===== src/rtl/reaction_timer_core.sv =====
// Reaction timer control core: random pre-delay, GO indicator, millisecond
// measurement of the player's reaction and early-press fault detection.
// The result is a 20-bit binary millisecond count for the BCD display path.
module reaction_timer_core #(
    parameter int unsigned TICK_DIV    = 50000,
    parameter int unsigned MIN_WAIT_MS = 1000,
    parameter int unsigned MAX_MS      = 9999,
    parameter logic [15:0] LFSR_SEED   = 16'hACE1
) (
    input  logic        clk,
    input  logic        rst_n,
    input  logic        start,
    input  logic        stop,
    output logic [19:0] time_ms,
    output logic        led_go,
    output logic        result_valid,
    output logic        too_soon,
    output logic        timeout,
    output logic        busy,
    output logic [2:0]  state_dbg
);

    localparam int unsigned PW = $clog2(TICK_DIV);

    typedef enum logic [2:0] {
        S_IDLE    = 3'd0,
        S_WAIT    = 3'd1,
        S_MEASURE = 3'd2,
        S_DONE    = 3'd3,
        S_FAULT   = 3'd4
    } state_t;

    state_t        state;
    state_t        state_nxt;

    logic          start_q;
    logic          stop_q;
    logic          start_p;
    logic          stop_p;
    logic [15:0]   lfsr;
    logic [15:0]   lfsr_nxt;
    logic [PW-1:0] presc;
    logic          tick;
    logic          presc_clr;
    logic [19:0]   wait_cnt;
    logic [19:0]   wait_nxt;
    logic [19:0]   wait_load;
    logic [19:0]   time_nxt;
    logic          timeout_nxt;

    // result_valid is a level, not a handshake: it stays high for as long as
    // the core sits in DONE, and time_ms is stable for that whole interval.
    // No acknowledge exists; the next start press simply clears it.

    assign state_dbg = state;
    assign tick      = (presc == PW'(TICK_DIV - 1));
    assign lfsr_nxt  = {lfsr[0] ^ lfsr[2] ^ lfsr[3] ^ lfsr[5], lfsr[15:1]};
    assign wait_load = 20'(MIN_WAIT_MS) + {8'd0, lfsr[11:0]};

    // Button edge pulses are registered so buttons act one cycle after
    // the edge; the LFSR free-runs in every state.
    always_ff @(posedge clk or negedge rst_n) begin
        if (!rst_n) begin
            start_q <= 1'b0;
            stop_q  <= 1'b0;
            start_p <= 1'b0;
            stop_p  <= 1'b0;
            lfsr    <= LFSR_SEED;
        end else begin
            start_q <= start;
            stop_q  <= stop;
            start_p <= start & ~start_q;
            stop_p  <= stop & ~stop_q;
            lfsr    <= lfsr_nxt;
        end
    end

    // FSM state register.
    always_ff @(posedge clk or negedge rst_n) begin
        if (!rst_n) begin
            state <= S_IDLE;
        end else begin
            state <= state_nxt;
        end
    end

    // Next-state and datapath decisions; stop has priority in the busy
    // states, start has priority in the idle-like states.
    always_comb begin
        state_nxt   = state;
        wait_nxt    = wait_cnt;
        time_nxt    = time_ms;
        timeout_nxt = timeout;
        case (state)
            S_IDLE, S_DONE, S_FAULT: begin
                if (start_p) begin
                    state_nxt   = S_WAIT;
                    wait_nxt    = wait_load;
                    time_nxt    = 20'd0;
                    timeout_nxt = 1'b0;
                end
            end
            S_WAIT: begin
                if (stop_p) begin
                    state_nxt = S_FAULT;
                    time_nxt  = 20'd0;
                end else if (tick) begin
                    if (wait_cnt <= 20'd1) begin
                        state_nxt = S_MEASURE;
                        time_nxt  = 20'd0;
                        wait_nxt  = 20'd0;
                    end else begin
                        wait_nxt = wait_cnt - 20'd1;
                    end
                end
            end
            S_MEASURE: begin
                if (stop_p) begin
                    state_nxt = S_DONE;
                end else if (tick) begin
                    if (time_ms == 20'(MAX_MS - 1)) begin
                        state_nxt   = S_DONE;
                        time_nxt    = 20'(MAX_MS);
                        timeout_nxt = 1'b1;
                    end else begin
                        time_nxt = time_ms + 20'd1;
                    end
                end
            end
            default: begin
                state_nxt = S_IDLE;
                time_nxt  = 20'd0;
                wait_nxt  = 20'd0;
                timeout_nxt = 1'b0;
            end
        endcase
    end

    // Restart the ms prescaler on entry to WAIT or MEASURE so the first
    // millisecond is a full tick period.
    always_comb begin
        presc_clr = (state_nxt != state) &&
                    ((state_nxt == S_WAIT) || (state_nxt == S_MEASURE));
    end

    // Registered datapath and flag outputs, decoded from the next state so
    // they line up with the state register.
    always_ff @(posedge clk or negedge rst_n) begin
        if (!rst_n) begin
            presc        <= '0;
            wait_cnt     <= 20'd0;
            time_ms      <= 20'd0;
            led_go       <= 1'b0;
            result_valid <= 1'b0;
            too_soon     <= 1'b0;
            timeout      <= 1'b0;
            busy         <= 1'b0;
        end else begin
            presc        <= (presc_clr || tick) ? '0 : presc + PW'(1);
            wait_cnt     <= wait_nxt;
            time_ms      <= time_nxt;
            led_go       <= (state_nxt == S_MEASURE);
            result_valid <= (state_nxt == S_DONE);
            too_soon     <= (state_nxt == S_FAULT);
            timeout      <= timeout_nxt;
            busy         <= (state_nxt == S_WAIT) || (state_nxt == S_MEASURE);
        end
    end

endmodule


===== config.mk =====
export PLATFORM = sky130hd
export DESIGN_NAME = reaction_timer_core
export DESIGN_NICKNAME = d
export VERILOG_FILES = /design/src/rtl/reaction_timer_core.sv
export SDC_FILE = /design/constraint.sdc
export NUM_CORES = 1
export LEC_CHECK = 0
export BUFFER_PORTS_ARGS = -buffer_cell sky130_fd_sc_hd__buf_2
export CORE_MARGIN = 2
export CORE_UTILIZATION = 54
export DETAILED_ROUTE_END_ITERATION = 16
export PLACE_DENSITY = 0.76
export SYNTH_ARGS = -nofsm -noshare
export SYNTH_HDL_FRONTEND = slang
export SYNTH_SLANG_ARGS = --single-unit

===== constraint.sdc =====
create_clock -name clk -period 2.3 [get_ports clk]
set_input_delay 0 -clock clk [delete_from_list [all_inputs] [get_ports clk]]
set_output_delay 0 -clock clk [all_outputs]
set_load 0.01 [all_outputs]

==> results.md <==
STA:
- Setup repair after global routing could not meet its margin everywhere.
- The number of pins exceeding their max-slew limit in the final report is 0.
- Measured against its own limit, the worst slew margin works out to 0.653.
- The routed design could run at a clock period as short as ~2.3 ns.
- The final total negative setup slack is -0.240 ns.
- The worst path setup slack after routing is -0.0383 ns.
- The maximum frequency from static timing analysis is 0.428 GHz.
- The slew at the pin closest to its max-slew limit is 0.516 ns.
- The number of endpoints with negative hold slack in the final report is 0.
- The number of setup violations in the final report is 16.
- The worst clock skew is 0.0170 ns.
- The final period utilization is 1.02.

Setup path:
- Data arrives at the worst endpoint at between 2 and 3 ns.
- In this run the critical register-to-register path is launched from wait_cnt[15]$_DFFE_PN0P_.
- The worst setup path is launched from a flop.
- The startpoint-to-endpoint class of the critical path is reg -> reg.
- In this run the register-to-register setup slack is -0.04 ns.
- The capturing point of the worst reg2reg path is wait_cnt[8]$_DFFE_PN0P_.
- Along the worst path, the maximum fanout reaches 5.
- STA classifies the critical path endpoint as a flop.
- Measured in cells, the most critical reg-to-reg path has a length of 9.
- The required time of the critical path is ~2.5 ns.

Global route:
- The via count of the first global-routing pass is approximately 3.8k.
- For met3 alone, demand over resource in global routing was 0.0467.
- The met1 usage in global routing is 0.339.
- Across every metal layer, demand over resource in global routing totals 0.258.
- The global routing stage identified its most utilized layer as met2.
- The initial antenna violation count is 0.
- The total global routing overflow is 0.
- The wire length of the first global-routing pass is ~18 mm.
- Entering global routing, the biggest net connects 85 pins.
- The global routing usage on met2 is 0.422.

Placement:
- The pre-CTS setup slack is -0.203 ns.
- In this run the tool buffered the top-level ports with 31 buffer cells.
- After detailed placement, the total cell area comes to a little over 5000 um2.
- At the end of routability-driven placement, the weighted congestion stood at between 0.8 and 0.9.
- The placed instance count is 639.
- The detailed-placement wirelength estimate is between 7 and 8 mm.

Layout:
- The number of antenna diodes in the final layout is 0.
- The final non-filler cell total is 668.
- The final standard cell area without fillers is 5590 um2.
- At the end of the flow, the number of nets in the layout was 571.
- Of the cells placed in the final design, the portion with a size suffix greater than 1 is 0.307.
- Relative to the synthesized area, the layout overhead comes to 29.3%.

Clock network:
- Clock latency on the worst-skew pair, taken at its later pin, is between 0.3 and 0.4 ns.
- The post-CTS clock slew at the launch and capture registers of the worst setup and hold paths is around 0.090 ns.
- Clock tree synthesis found a total of 84 sinks.
- The number of buffers on the longest clock path is 2.
- The number of CTS-inserted buffers is 9.
- The deepest level of the CTS H-tree is 3.
- The clock root buffer is clkbuf_8.
- TritonCTS built the clock tree.

Power and ir drop:
- The maximum VDD drop is 784 uV.
- The total power draw is roughly 5.2 mW.
- The total leakage power is ~2.6 nW.
- Dividing total power by cell area gives a power density of 929 nW/um2.

Synth:
- The number of enable-type register cells in the synthesized netlist is 0.
- The gate count of the mapped netlist is approximately 470.
- The count of synthesis-stage warnings from yosys is 0.
- The post-synthesis cell area is roughly 4300 um2.
- The number of library cell types mapped by synthesis is 51.
- The number of register bits inferred by synthesis is between 80 and 90.
- The share of synthesized area in the top cell type comes to 0.440.
- The dominant synthesized flop cell is dfrtp_1.
- The mean instance size in the synthesized netlist is around 9.3 um2.
- The dominant cell type by area after synthesis is dfrtp_1.
- The commonest cells after synthesis are dfrtp_1 (76), nor2_1 (76), o21ai_1 (46).
- In the post-synthesis netlist, the biggest area contributors are dfrtp_1 (44%), nor2_1 (6.6%), o21ai_1 (5.3%), dfstp_2 (4.9%), xor2_1 (3.0%).
- The post-synthesis sequential area ratio is 0.488.
- The number of nets handed over by synthesis was roughly 480.
- The proportion of register bits with asynchronous set or reset after synthesis is 1.00.

Detailed routing:
- In the routed layout, each cell is associated on average with a via count of about 5.9.
- After detailed routing, the average wire length per cell comes to between 15 and 20 um.
- The total via count in the routed design is 3925.
- The post-route antenna net violation count is 0.
- The final wirelength is 10.9 mm.
- In this run, the number of DRC markers left after iteration 0 of detailed routing was between 150 and 200.
- For this run, design rule violations remaining after detail routing come to 0.
- The number of iterations in the first detailed-routing pass is 5.

Worst hold path:
- The worst hold path belongs to the class in -> async.

Job:
- Max-cap violations in this run came to 0.

Floorplanning:
- The boundary pin count is 32.
- The initial utilization of the core area, before any placement, comes to 0.560.
- The die is 93.5 um wide.
- The cell row count is 32.
- The die is a little over 90 um tall.
- The core area is around 7700 um2.
- The floorplan step defined a die boundary enclosing 8740 um2.

Run status:
- The final reports fail on setup timing.
- The flow ran to the end, but the final reports show violations.
==> worst max-delay path: stages, from the launching register on <==
cell     delay, ns
dfrtp_1       0.39
or4_4         0.54
or3_4         0.37
buf_6         0.15
o31ai_4       0.20
buf_12        0.17
buf_12        0.11
nor2_1        0.04
o21ai_1       0.15
o21ai_1       0.09
==> report_power, final <==
group	internal, mW	leakage [nW]	switching [mW]
Combinational	0.952	1.40	1.20
Sequential	1.63	1.12	0.135
Clock	0.752	0.117	0.525
==> state kept, by name, indices dropped and copies added, names as in the netlist, 3 cells and up <==
signal / flops
lfsr: 16
presc: 16
state_dbg: 3
time_ms: 20
wait_cnt: 20
==> stage by stage <==
stage	hold WS, ns	util
2_1_floorplan	-0.296	-
3_3_place_gp	0.0645	0.651
3_5_place_dp	0.0687	0.651
4_1_cts	0.216	0.706
5_1_grt	0.260	0.724
6_report	0.196	0.724
==> placed cells by master, fill, tap and decap left out, types with 3 or more instances in the layout <==
| cell type | count |
|---|---|
| nand2_1 | 25 |
| or2_2 | 3 |
| a21oi_1 | 18 |
| xnor2_1 | 11 |
| a21oi_2 | 8 |
| o21ai_2 | 10 |
| nor2b_1 | 4 |
| o41ai_1 | 3 |
| o31ai_1 | 4 |
| nand2b_1 | 6 |
| xor2_1 | 15 |
| buf_2 | 30 |
| buf_12 | 3 |
| a22oi_1 | 4 |
| nor3_1 | 16 |
| nand4_1 | 10 |
| and3_1 | 12 |
| bufinv_16 | 3 |
| a31oi_1 | 6 |
| nor2_1 | 73 |
| nand3_1 | 18 |
| and4_1 | 4 |
| ha_1 | 6 |
| dfstp_2 | 8 |
| clkbuf_8 | 10 |
| o31ai_2 | 8 |
| or3_1 | 3 |
| buf_4 | 59 |
| a21o_1 | 3 |
| o21ai_1 | 39 |
| buf_6 | 7 |
| inv_1 | 7 |
| o22a_1 | 3 |
| dfrtp_1 | 76 |
| o21ai_0 | 4 |
| dlygate4sd3_1 | 3 |
==> routing by layer <==
layer	part of all wire	wire length [um]	vias to the layer above
li1	-	-	1882
met1	0.45	4910	1924
met2	0.49	5410	90
met3	0.033	364	29
met4	0.025	269	0
met5	0	0	-
==> kinds of logic after synthesis <==
logic type	Yosys count	synth area share
AND/OR/NAND/NOR	199	0.235
AO/OA/AOI/OAI	124	0.181
flip-flops	84	0.488
buffers and inverters	27	0.0260
XOR/XNOR	26	0.0526
adder cells (fa/ha/maj)	6	0.0174
==> area by class of cell <==
cell class	instances	area (um2)
Clock inverter	4	97.6
Multi-Input combinational cell	355	2270
Sequential cell	84	2110
Clock buffer	12	145
Fill cell	558	2130
Timing Repair Buffer	104	815
Tap cell	102	128
Inverter	7	26.3
==> worst max path at each step <==
| stage | start | endpoint | slack, ns | cells past startpoint |
|---|---|---|---|---|
| final | wait_cnt[15]$_DFFE_PN0P_ | wait_cnt[8]$_DFFE_PN0P_ | -0.04 | 9 |
| after global routing | wait_cnt[15]$_DFFE_PN0P_ | wait_cnt[9]$_DFFE_PN0P_ | -0.13 | 9 |
| after CTS | wait_cnt[16]$_DFFE_PN0P_ | wait_cnt[8]$_DFFE_PN0P_ | -0.002 | 9 |
| after detailed placement | wait_cnt[15]$_DFFE_PN0P_ | led_go$_DFF_PN0_ | -0.20 | 7 |
| after global placement | wait_cnt[8]$_DFFE_PN0P_ | time_ms[14]$_DFFE_PN0P_ | -0.13 | 6 |
| after floorplan | wait_cnt[15]$_DFFE_PN0P_ | time_ms[6]$_DFFE_PN0P_ | -0.11 | 8 |
==> repair_timing <==
action | in CTS | in global routing
endpoints found under the setup margin | 40 | 40
cloned | 1 | 1
hold buffers | 3 | 0
gates resized for setup | 16 | 26
endpoints found under the hold margin | 80 | 0
pin swaps | 4 | 14
setup buffers | 7 | 1
No activity file was read; power rests on OpenSTA's default activity.
